[config.mk]
export PLATFORM = sky130hd
export DESIGN_NAME = id_ex_pipe_reg_flat
export DESIGN_NICKNAME = d
export VERILOG_FILES = /design/src/rtl/id_ex_pipe_reg_if.sv /design/src/rtl/id_ex_pipe_reg.sv /design/src/flat_wrapper.sv
export SDC_FILE = /design/constraint.sdc
export NUM_CORES = 1
export LEC_CHECK = 0
export ABC_CLOCK_PERIOD_IN_PS = 15300
export CAP_MARGIN = 20
export CORE_AREA = 2 2 131 133
export CTS_CLUSTER_DIAMETER = 80
export DETAILED_ROUTE_END_ITERATION = 8
export DIE_AREA = 0 0 133 135
export PLACE_DENSITY = 0.92
export SYNTH_ARGS = -nofsm -noshare
export SYNTH_HDL_FRONTEND = slang
export SYNTH_SLANG_ARGS = --single-unit
[constraint.sdc]
create_clock -name clk_i -period 15.3 [get_ports clk_i]
set_clock_uncertainty 0.2 [all_clocks]
set_input_delay 2.295 -clock clk_i [delete_from_list [all_inputs] [get_ports clk_i]]
set_output_delay 2.295 -clock clk_i [all_outputs]
set_load 0.005 [all_outputs]
[src/rtl/id_ex_pipe_reg_if.sv]
// ---------------------------------------------------------------------------
// id_ex_pipe_reg_if
// Bundle between the decode stage / hazard unit and the ID/EX pipeline
// register, plus the registered view presented to the execute stage.
//
// Signals:
//   stall_i, flush_i          hazard unit controls (hold / insert bubble)
//   valid_i                   ID stage holds a real instruction
//   pc4_i, rs_data_i,
//   rt_data_i, imm_i          DATA_W-wide decode data
//   rs_i, rt_i, rd_i          REG_AW-wide register addresses
//   shamt_i, funct_i          instruction fields [10:6], [5:0]
//   reg_write_i .. reg_dst_i  single-bit decoder controls
//   alu_op_i                  ALUOP_W-wide decoder ALU op
//   *_o                       registered copies presented to EX
//   bubble_cnt_o, stall_cnt_o 32-bit perf counters (ID_EX_PERF_CNT_EN only)
//
// Modports: master = decode/hazard side, slave = pipeline register.
// Optional macro: ID_EX_PERF_CNT_EN adds the two counter outputs.
// ---------------------------------------------------------------------------
interface id_ex_pipe_reg_if #(
    parameter int DATA_W  = 32,
    parameter int REG_AW  = 5,
    parameter int ALUOP_W = 3
);
    logic               stall_i;
    logic               flush_i;
    logic               valid_i;
    logic [DATA_W-1:0]  pc4_i;
    logic [DATA_W-1:0]  rs_data_i;
    logic [DATA_W-1:0]  rt_data_i;
    logic [DATA_W-1:0]  imm_i;
    logic [REG_AW-1:0]  rs_i;
    logic [REG_AW-1:0]  rt_i;
    logic [REG_AW-1:0]  rd_i;
    logic [4:0]         shamt_i;
    logic [5:0]         funct_i;
    logic               reg_write_i;
    logic               mem_to_reg_i;
    logic               mem_read_i;
    logic               mem_write_i;
    logic               branch_i;
    logic               alu_src_i;
    logic               reg_dst_i;
    logic [ALUOP_W-1:0] alu_op_i;

    logic               valid_o;
    logic [DATA_W-1:0]  pc4_o;
    logic [DATA_W-1:0]  rs_data_o;
    logic [DATA_W-1:0]  rt_data_o;
    logic [DATA_W-1:0]  imm_o;
    logic [REG_AW-1:0]  rs_o;
    logic [REG_AW-1:0]  rt_o;
    logic [REG_AW-1:0]  rd_o;
    logic [4:0]         shamt_o;
    logic [5:0]         funct_o;
    logic               reg_write_o;
    logic               mem_to_reg_o;
    logic               mem_read_o;
    logic               mem_write_o;
    logic               branch_o;
    logic               alu_src_o;
    logic               reg_dst_o;
    logic [ALUOP_W-1:0] alu_op_o;
`ifdef ID_EX_PERF_CNT_EN
    logic [31:0]        bubble_cnt_o;
    logic [31:0]        stall_cnt_o;
`endif

    modport master (
        output stall_i, flush_i, valid_i, pc4_i, rs_data_i, rt_data_i, imm_i,
               rs_i, rt_i, rd_i, shamt_i, funct_i, reg_write_i, mem_to_reg_i,
               mem_read_i, mem_write_i, branch_i, alu_src_i, reg_dst_i, alu_op_i,
        input  valid_o, pc4_o, rs_data_o, rt_data_o, imm_o, rs_o, rt_o, rd_o,
               shamt_o, funct_o, reg_write_o, mem_to_reg_o, mem_read_o,
               mem_write_o, branch_o, alu_src_o, reg_dst_o, alu_op_o
`ifdef ID_EX_PERF_CNT_EN
        , input bubble_cnt_o, stall_cnt_o
`endif
    );

    modport slave (
        input  stall_i, flush_i, valid_i, pc4_i, rs_data_i, rt_data_i, imm_i,
               rs_i, rt_i, rd_i, shamt_i, funct_i, reg_write_i, mem_to_reg_i,
               mem_read_i, mem_write_i, branch_i, alu_src_i, reg_dst_i, alu_op_i,
        output valid_o, pc4_o, rs_data_o, rt_data_o, imm_o, rs_o, rt_o, rd_o,
               shamt_o, funct_o, reg_write_o, mem_to_reg_o, mem_read_o,
               mem_write_o, branch_o, alu_src_o, reg_dst_o, alu_op_o
`ifdef ID_EX_PERF_CNT_EN
        , output bubble_cnt_o, stall_cnt_o
`endif
    );
endinterface

[src/rtl/id_ex_pipe_reg.sv]
// ---------------------------------------------------------------------------
// id_ex_pipe_reg
// ID/EX pipeline register of the 5-stage MIPS datapath. Captures decode
// outputs each rising edge of clk_i, holds them on stall, replaces them
// with an all-zero bubble on flush, and tracks a valid bit for EX/MEM/WB.
//
// Ports:
//   clk_i   clock, rising edge
//   rst_i   asynchronous, active-high reset (all outputs to 0)
//   bus     id_ex_pipe_reg_if.slave: hazard controls, decode inputs,
//           registered outputs to EX (and perf counters when enabled)
//
// Per-cycle mode:
//   mode   | meaning
//   LOAD   | capture inputs; controls gated to 0 when valid_i=0
//   HOLD   | stall: every output keeps its value
//   BUBBLE | flush: every output loads 0 (flush beats stall)
//
// Optional macro: ID_EX_PERF_CNT_EN adds saturating 32-bit bubble/stall
// counters driven onto bus.bubble_cnt_o / bus.stall_cnt_o.
// ---------------------------------------------------------------------------
module id_ex_pipe_reg #(
    parameter int DATA_W  = 32,
    parameter int REG_AW  = 5,
    parameter int ALUOP_W = 3
) (
    input  logic            clk_i,
    input  logic            rst_i,
    id_ex_pipe_reg_if.slave bus
);

    typedef enum logic [1:0] {
        LOAD   = 2'd0,
        HOLD   = 2'd1,
        BUBBLE = 2'd2
    } mode_e;

    mode_e mode;
    logic  ctrl_en;

    always_comb begin
        mode = LOAD;
        if (bus.flush_i) begin
            mode = BUBBLE;
        end else if (bus.stall_i) begin
            mode = HOLD;
        end
    end

    // An invalid slot still carries its data fields, but must never
    // write registers or memory, so its controls are forced low.
    assign ctrl_en = bus.valid_i;

    always_ff @(posedge clk_i or posedge rst_i) begin
        if (rst_i) begin
            bus.valid_o      <= 1'b0;
            bus.pc4_o        <= {DATA_W{1'b0}};
            bus.rs_data_o    <= {DATA_W{1'b0}};
            bus.rt_data_o    <= {DATA_W{1'b0}};
            bus.imm_o        <= {DATA_W{1'b0}};
            bus.rs_o         <= {REG_AW{1'b0}};
            bus.rt_o         <= {REG_AW{1'b0}};
            bus.rd_o         <= {REG_AW{1'b0}};
            bus.shamt_o      <= 5'd0;
            bus.funct_o      <= 6'd0;
            bus.reg_write_o  <= 1'b0;
            bus.mem_to_reg_o <= 1'b0;
            bus.mem_read_o   <= 1'b0;
            bus.mem_write_o  <= 1'b0;
            bus.branch_o     <= 1'b0;
            bus.alu_src_o    <= 1'b0;
            bus.reg_dst_o    <= 1'b0;
            bus.alu_op_o     <= {ALUOP_W{1'b0}};
        end else begin
            case (mode)
                LOAD: begin
                    bus.valid_o      <= bus.valid_i;
                    bus.pc4_o        <= bus.pc4_i;
                    bus.rs_data_o    <= bus.rs_data_i;
                    bus.rt_data_o    <= bus.rt_data_i;
                    bus.imm_o        <= bus.imm_i;
                    bus.rs_o         <= bus.rs_i;
                    bus.rt_o         <= bus.rt_i;
                    bus.rd_o         <= bus.rd_i;
                    bus.shamt_o      <= bus.shamt_i;
                    bus.funct_o      <= bus.funct_i;
                    bus.reg_write_o  <= bus.reg_write_i  & ctrl_en;
                    bus.mem_to_reg_o <= bus.mem_to_reg_i & ctrl_en;
                    bus.mem_read_o   <= bus.mem_read_i   & ctrl_en;
                    bus.mem_write_o  <= bus.mem_write_i  & ctrl_en;
                    bus.branch_o     <= bus.branch_i     & ctrl_en;
                    bus.alu_src_o    <= bus.alu_src_i    & ctrl_en;
                    bus.reg_dst_o    <= bus.reg_dst_i    & ctrl_en;
                    bus.alu_op_o     <= ctrl_en ? bus.alu_op_i : {ALUOP_W{1'b0}};
                end
                BUBBLE: begin
                    bus.valid_o      <= 1'b0;
                    bus.pc4_o        <= {DATA_W{1'b0}};
                    bus.rs_data_o    <= {DATA_W{1'b0}};
                    bus.rt_data_o    <= {DATA_W{1'b0}};
                    bus.imm_o        <= {DATA_W{1'b0}};
                    bus.rs_o         <= {REG_AW{1'b0}};
                    bus.rt_o         <= {REG_AW{1'b0}};
                    bus.rd_o         <= {REG_AW{1'b0}};
                    bus.shamt_o      <= 5'd0;
                    bus.funct_o      <= 6'd0;
                    bus.reg_write_o  <= 1'b0;
                    bus.mem_to_reg_o <= 1'b0;
                    bus.mem_read_o   <= 1'b0;
                    bus.mem_write_o  <= 1'b0;
                    bus.branch_o     <= 1'b0;
                    bus.alu_src_o    <= 1'b0;
                    bus.reg_dst_o    <= 1'b0;
                    bus.alu_op_o     <= {ALUOP_W{1'b0}};
                end
                HOLD: begin
                end
                default: begin
                end
            endcase
        end
    end

`ifdef ID_EX_PERF_CNT_EN
    logic [31:0] bubble_cnt_q;
    logic [31:0] stall_cnt_q;
    logic        bubble_inc;
    logic        stall_inc;

    // A bubble is either an explicit flush or an invalid slot being loaded.
    assign bubble_inc = (mode == BUBBLE) || ((mode == LOAD) && !bus.valid_i);
    assign stall_inc  = (mode == HOLD);

    always_ff @(posedge clk_i or posedge rst_i) begin
        if (rst_i) begin
            bubble_cnt_q <= 32'd0;
            stall_cnt_q  <= 32'd0;
        end else begin
            if (bubble_inc && (bubble_cnt_q != 32'hFFFF_FFFF)) begin
                bubble_cnt_q <= bubble_cnt_q + 32'd1;
            end
            if (stall_inc && (stall_cnt_q != 32'hFFFF_FFFF)) begin
                stall_cnt_q <= stall_cnt_q + 32'd1;
            end
        end
    end

    assign bus.bubble_cnt_o = bubble_cnt_q;
    assign bus.stall_cnt_o  = stall_cnt_q;
`endif

endmodule

[src/flat_wrapper.sv]
// flat-port wrapper written by rule: the top's interface ports become plain ports
module id_ex_pipe_reg_flat 
#(
    parameter int DATA_W  = 32,
    parameter int REG_AW  = 5,
    parameter int ALUOP_W = 3
)
  (clk_i, rst_i, bus_stall_i, bus_flush_i, bus_valid_i, bus_pc4_i, bus_rs_data_i, bus_rt_data_i, bus_imm_i, bus_rs_i, bus_rt_i, bus_rd_i, bus_shamt_i, bus_funct_i, bus_reg_write_i, bus_mem_to_reg_i, bus_mem_read_i, bus_mem_write_i, bus_branch_i, bus_alu_src_i, bus_reg_dst_i, bus_alu_op_i, bus_valid_o, bus_pc4_o, bus_rs_data_o, bus_rt_data_o, bus_imm_o, bus_rs_o, bus_rt_o, bus_rd_o, bus_shamt_o, bus_funct_o, bus_reg_write_o, bus_mem_to_reg_o, bus_mem_read_o, bus_mem_write_o, bus_branch_o, bus_alu_src_o, bus_reg_dst_o, bus_alu_op_o);
  id_ex_pipe_reg_if #(.DATA_W(DATA_W), .REG_AW(REG_AW), .ALUOP_W(ALUOP_W)) bus_i ();
  input  logic clk_i;
  input  logic rst_i;
  input wire logic [$bits(bus_i.stall_i)-1:0] bus_stall_i;
  input wire logic [$bits(bus_i.flush_i)-1:0] bus_flush_i;
  input wire logic [$bits(bus_i.valid_i)-1:0] bus_valid_i;
  input wire logic [$bits(bus_i.pc4_i)-1:0] bus_pc4_i;
  input wire logic [$bits(bus_i.rs_data_i)-1:0] bus_rs_data_i;
  input wire logic [$bits(bus_i.rt_data_i)-1:0] bus_rt_data_i;
  input wire logic [$bits(bus_i.imm_i)-1:0] bus_imm_i;
  input wire logic [$bits(bus_i.rs_i)-1:0] bus_rs_i;
  input wire logic [$bits(bus_i.rt_i)-1:0] bus_rt_i;
  input wire logic [$bits(bus_i.rd_i)-1:0] bus_rd_i;
  input wire logic [$bits(bus_i.shamt_i)-1:0] bus_shamt_i;
  input wire logic [$bits(bus_i.funct_i)-1:0] bus_funct_i;
  input wire logic [$bits(bus_i.reg_write_i)-1:0] bus_reg_write_i;
  input wire logic [$bits(bus_i.mem_to_reg_i)-1:0] bus_mem_to_reg_i;
  input wire logic [$bits(bus_i.mem_read_i)-1:0] bus_mem_read_i;
  input wire logic [$bits(bus_i.mem_write_i)-1:0] bus_mem_write_i;
  input wire logic [$bits(bus_i.branch_i)-1:0] bus_branch_i;
  input wire logic [$bits(bus_i.alu_src_i)-1:0] bus_alu_src_i;
  input wire logic [$bits(bus_i.reg_dst_i)-1:0] bus_reg_dst_i;
  input wire logic [$bits(bus_i.alu_op_i)-1:0] bus_alu_op_i;
  output wire logic [$bits(bus_i.valid_o)-1:0] bus_valid_o;
  output wire logic [$bits(bus_i.pc4_o)-1:0] bus_pc4_o;
  output wire logic [$bits(bus_i.rs_data_o)-1:0] bus_rs_data_o;
  output wire logic [$bits(bus_i.rt_data_o)-1:0] bus_rt_data_o;
  output wire logic [$bits(bus_i.imm_o)-1:0] bus_imm_o;
  output wire logic [$bits(bus_i.rs_o)-1:0] bus_rs_o;
  output wire logic [$bits(bus_i.rt_o)-1:0] bus_rt_o;
  output wire logic [$bits(bus_i.rd_o)-1:0] bus_rd_o;
  output wire logic [$bits(bus_i.shamt_o)-1:0] bus_shamt_o;
  output wire logic [$bits(bus_i.funct_o)-1:0] bus_funct_o;
  output wire logic [$bits(bus_i.reg_write_o)-1:0] bus_reg_write_o;
  output wire logic [$bits(bus_i.mem_to_reg_o)-1:0] bus_mem_to_reg_o;
  output wire logic [$bits(bus_i.mem_read_o)-1:0] bus_mem_read_o;
  output wire logic [$bits(bus_i.mem_write_o)-1:0] bus_mem_write_o;
  output wire logic [$bits(bus_i.branch_o)-1:0] bus_branch_o;
  output wire logic [$bits(bus_i.alu_src_o)-1:0] bus_alu_src_o;
  output wire logic [$bits(bus_i.reg_dst_o)-1:0] bus_reg_dst_o;
  output wire logic [$bits(bus_i.alu_op_o)-1:0] bus_alu_op_o;
  assign bus_i.stall_i = bus_stall_i;
  assign bus_i.flush_i = bus_flush_i;
  assign bus_i.valid_i = bus_valid_i;
  assign bus_i.pc4_i = bus_pc4_i;
  assign bus_i.rs_data_i = bus_rs_data_i;
  assign bus_i.rt_data_i = bus_rt_data_i;
  assign bus_i.imm_i = bus_imm_i;
  assign bus_i.rs_i = bus_rs_i;
  assign bus_i.rt_i = bus_rt_i;
  assign bus_i.rd_i = bus_rd_i;
  assign bus_i.shamt_i = bus_shamt_i;
  assign bus_i.funct_i = bus_funct_i;
  assign bus_i.reg_write_i = bus_reg_write_i;
  assign bus_i.mem_to_reg_i = bus_mem_to_reg_i;
  assign bus_i.mem_read_i = bus_mem_read_i;
  assign bus_i.mem_write_i = bus_mem_write_i;
  assign bus_i.branch_i = bus_branch_i;
  assign bus_i.alu_src_i = bus_alu_src_i;
  assign bus_i.reg_dst_i = bus_reg_dst_i;
  assign bus_i.alu_op_i = bus_alu_op_i;
  assign bus_valid_o = bus_i.valid_o;
  assign bus_pc4_o = bus_i.pc4_o;
  assign bus_rs_data_o = bus_i.rs_data_o;
  assign bus_rt_data_o = bus_i.rt_data_o;
  assign bus_imm_o = bus_i.imm_o;
  assign bus_rs_o = bus_i.rs_o;
  assign bus_rt_o = bus_i.rt_o;
  assign bus_rd_o = bus_i.rd_o;
  assign bus_shamt_o = bus_i.shamt_o;
  assign bus_funct_o = bus_i.funct_o;
  assign bus_reg_write_o = bus_i.reg_write_o;
  assign bus_mem_to_reg_o = bus_i.mem_to_reg_o;
  assign bus_mem_read_o = bus_i.mem_read_o;
  assign bus_mem_write_o = bus_i.mem_write_o;
  assign bus_branch_o = bus_i.branch_o;
  assign bus_alu_src_o = bus_i.alu_src_o;
  assign bus_reg_dst_o = bus_i.reg_dst_o;
  assign bus_alu_op_o = bus_i.alu_op_o;
  id_ex_pipe_reg #(.DATA_W(DATA_W), .REG_AW(REG_AW), .ALUOP_W(ALUOP_W)) u_core (.clk_i(clk_i), .rst_i(rst_i), .bus(bus_i));
endmodule
# == Word level (Yosys, flattened, before mapping) ==
# Cells that the tools add are included.
# totals
register_bits,165
wordCells,49
inputBits,169
out_inout_bits,165
# classes
eq_ne,1
reduce_logical,2
bitwise_logic,7
mux,21
# op_table
operator,n
$pmux W32 S2,4
$pmux W5 S2,4
$pmux W1 S2,8
$pmux W6 S2,1
$and A1 B1 Y1,7
$pmux W3 S2,1
$mux W3,1
$eq A2 B2 Y1 const B,1
$logic_not A2 Y1,1
$mux W2,1
$reduce_bool A2 Y1,1
$mux W1,1

# == Depth between registers and ports, before layout ==
# logic_depth
depth_word,4
mapped_depth,5
mapped_depth_nobuf,2

# == Least setup slack after synthesis ==
# Ideal clock, no wire load.
# synth_path
kind,input to register
start,input port bus_stall_i
end,register u_core.bus.funct_o[0] (netlist bit)
setup_slack_ps,12061
cell_stages,5
setup_ps,132
arrival_ps,2907
cell_sequence,buf_6 buf_12 buf_8 mux2i_1 nor2_1
# synth_via
elab_chain_cells,4
word_cells_on_any_way,6
# synth_lines
item,line,rtl
from (decl),flat_wrapper.sv:12,input wire logic [$bits(bus_i.stall_i)-1:0] bus_stall_i;
$mux W1 (*),id_ex_pipe_reg.sv:45,end else if (bus.stall_i) begin
$mux W2 (*),id_ex_pipe_reg.sv:43,if (bus.flush_i) begin
$eq A2 B2 Y1 or $logic_not A2 Y1 (tied branches),id_ex_pipe_reg.sv:75,case (mode)
$pmux W6 S2 or $reduce_bool A2 Y1 (tied branches),n/a,
to (signal assigned),id_ex_pipe_reg.sv:86,bus.funct_o <= bus.funct_i;
to (decl),id_ex_pipe_reg_if.sv:87,"shamt_o, funct_o, reg_write_o, mem_to_reg_o, mem_read_o,"
# Every way passes the cells marked *; elsewhere a longest branch is shown, timed or not.
# A chain may end at the register's enable or synchronous reset.

# == Final worst setup path ==
# layout_path
start,input port bus_stall_i
end,register u_core.bus.imm_o[1]
# layout_via
elab_chain_cells,4
word_cells_on_any_way,6
# layout_lines
item,line,rtl
$mux W1 (*),id_ex_pipe_reg.sv:45,
$mux W2 (*),id_ex_pipe_reg.sv:43,
$eq A2 B2 Y1 or $logic_not A2 Y1 (tied branches),id_ex_pipe_reg.sv:75,
$pmux W32 S2 or $reduce_bool A2 Y1 (tied branches),n/a,
to (signal assigned),id_ex_pipe_reg.sv:60,bus.imm_o <= {DATA_W{1'b0}};
to (signal assigned),id_ex_pipe_reg.sv:81,bus.imm_o <= bus.imm_i;
to (signal assigned),id_ex_pipe_reg.sv:101,bus.imm_o <= {DATA_W{1'b0}};
to (decl),id_ex_pipe_reg_if.sv:86,"output valid_o, pc4_o, rs_data_o, rt_data_o, imm_o, rs_o, rt_o, rd_o,"
# Marked as above.

==> impl_metrics.ini <==
[routing]
drt_wl_total_mm = 17.99
post_drt_via_cell_ratio = 4.792
drt_iter0_drc = 148
vias = 5156
firstDrtPassIters = 4
drc = 0
wl_per_cell_um = 16.72
detail-route-antenna-nets = 0

[place]
gp_congestion = 0.7869
dp_cells = 1045
portBuffers = 333
dpl_cell_area_um2 = 10020
place_ws_ps = 10520
post-dp-hpwl_mm = 12.76

[min_path]
hp-class = reg2reg

[clock_network]
clkTransAtPathRegs_ps = 60
cts_hold_buf = 0
cts-root-buf = clkbuf_16
cts_made_buffers = 17
cts.repair.resized = 0
cts_max_path_buffers = 2
clkLatencyLatePin_ps = 410
cts_tree = yes
post_cts_buffers = 0
clock-sinks = 165
cts_max_level = 4

[synth]
synth.distinct_cells = 14
ys.flop_type = dfrtp_1
postSynthAreaPerCell_um2 = 12.85
synthDominantCellAreaShare_pct = 61.08
syn_area_um2 = 6760
synthArstFlopShare_pct = 100.0
synth_common_cells = 165 x dfrtp_1, 155 x mux2i_1, 155 x nor2_1, 13 x clkbuf_1
synth_edf_count = 0
yosysMostFrequentCell = dfrtp_1
syn-num-nets = 695
yosysWarnings = 0
yosys.area.top_type = dfrtp_1
ys_ff_latch = 165
synthCells = 526
synth_seq_area_share_pct = 61.08
synthTopCellsByArea = dfrtp_1 61%, mux2i_1 23%, nor2_1 8.6%

[grt]
grt_pass1_vias = 5395
grt_pass1_wl_mm = 28.57
grt_antenna_before_repair = 0
grt_max_degree = 97
overflow = 0
gr-usage-all-layers_pct = 20.35

[power_and_ir_drop]
intPower_uw = 846.3
seq_power_share_pct = 43.2
powerDensity_nw_per_um2 = 102.9
leakagePower_uw = 0.004990
p_total_uw = 1096
clock_power_share_pct = 41.8
switchingPower_uw = 249.7
power_frac_comb_pct = 15.0
irDropWorstVdd_uv = 66.41
switching_share_pct = 22.78

[layout]
layout.cells.non_filler = 1076
syn2layout_area_growth_pct = 57.54
fin_nets = 1013
finish.instance_area_um2 = 10650
drive_gt1_share_pct = 4.089
n_antenna_cell = 0

[timing]
drv_slew = 0
rsz0062_at_grt = no
slew_headroom_pct = 33.32
fin_crit_sh_pct = 28.05
setup_ws_ps = 11010
worst_slew_pin_slew_ps = 1000
final_hold_viol_count = 0
setup_violations = 0
min_period_ps = 4292
max_freq_mhz = 233.0
tns_ps = 0

[worst_setup_path]
end_kind = flop
cp.required_ps = 15370
worstPathArrival_ps = 4360
worst_path_largest_cell_delay_ps = 900
cp-start-kind = input pin
cp_max_fo = 96
crit_type = in2reg
crit_chain = clkbuf_8 -> buf_4 -> mux2i_1 -> nor2_1
cpMaxStageDelayCell = buf_4

[floorplanning]
die_w_um = 133
die_h_um = 135
io_pins = 334
initial_utilization_pct = 41.20
fp.coreArea_um2 = 16410
die-area_um2 = 17960
std_cell_rows = 47

[status]
status = finished clean

[run]
cap_viol_max_count = 0
-- path summary, 6_finish.rpt --
path | endpoint | startpoint | slack, ps | depth (start not counted)
worst max-delay path | u_core.bus.imm_o[1] | bus_stall_i | 11010 | 4
worst min-delay path | u_core.bus.mem_to_reg_o | u_core.bus.mem_to_reg_o | 290 | 1
worst max register to register | u_core.bus.pc4_o[3] | u_core.bus.pc4_o[3] | 14320 | 2
worst min register to register | u_core.bus.mem_to_reg_o | u_core.bus.mem_to_reg_o | 290 | 1
max in group asynchronous | u_core.bus.valid_o | rst_i | 11190 | 3
min in group asynchronous | u_core.bus.rt_data_o[14] | rst_i | 2220 | 2
-- logic make-up (layout without fill, tap and decap cells) --
kind of cell,count (synthesis),after routing,synth area share [%]
AO/OA/AOI/OAI,10,10,1.481
buffers and inverters,39,369,5.700
flip-flops,165,165,61.08
AND/OR/NAND/NOR,157,157,8.791
multiplexers,155,155,22.95
-- stage by stage --
stage | utilization (%) | hold WS, ps
2_1_floorplan | - | 289.3
3_3_place_gp | 61.07 | 273.1
3_5_place_dp | 61.07 | 281.9
4_1_cts | 64.91 | 295.9
5_1_grt | 64.91 | 306.2
6_report | 64.91 | 293.7
-- registers in the layout, summed over array words and instances, names as in the netlist, 3 cells and up --
signal and count:
u_core.bus.funct_o 6, u_core.bus.imm_o 32, u_core.bus.rs_data_o 32, u_core.bus.rs_o 5
u_core.bus.rt_o 5, u_core.bus.rt_data_o 32, u_core.bus.pc4_o 32, u_core.bus.shamt_o 5
u_core.bus.rd_o 5, u_core.bus.alu_op_o 3
-- power groups by stage --
stage	Sequential, uW	Clock, uW	Combinational (uW)
2_1_floorplan	483	0	64.6
3_3_place_gp	480	0	162
3_5_place_dp	482	0	166
4_1_cts	474	468	167
5_1_grt	477	485	178
6_report	474	458	164
-- layer usage --
metal	vias up	track usage, %	routed length [um]
met5	-	0	0
met4	0	8.901	507
met3	40	7.695	1660
met2	239	34.83	8884
met1	2476	22.78	6936
li1	2401	-	-
-- cell usage in the layout, fill, tap and decap left out, drive strengths merged --
cell type        n
mux2i          155
clkinvlp         2
nor2           155
clkbuf          22
nor2b            2
inv              4
clkdlybuf4s50  331
bufinv           4
dfrtp          165
clkinv           2
a32o            10
buf              4
-- worst max-delay path, delay by kind of cell --
family,cells,cell delay (ps)
muxes,1,310
and+or+nand+nor,1,70
buffers and inverters,2,1610
-- layout make-up --
| type | instances | area (um^2) |
|---|---|---|
| sequential | 165 | 4129 |
| fill | 1175 | 5757 |
| multi-input combinational | 322 | 2246 |
| clock inverter | 10 | 170.2 |
| clock buffer | 21 | 460.4 |
| tap | 220 | 275.3 |
| inverter | 2 | 12.51 |
| timing repair buffer | 336 | 3357 |
Note: power is estimated with default switching activity, not from simulation.
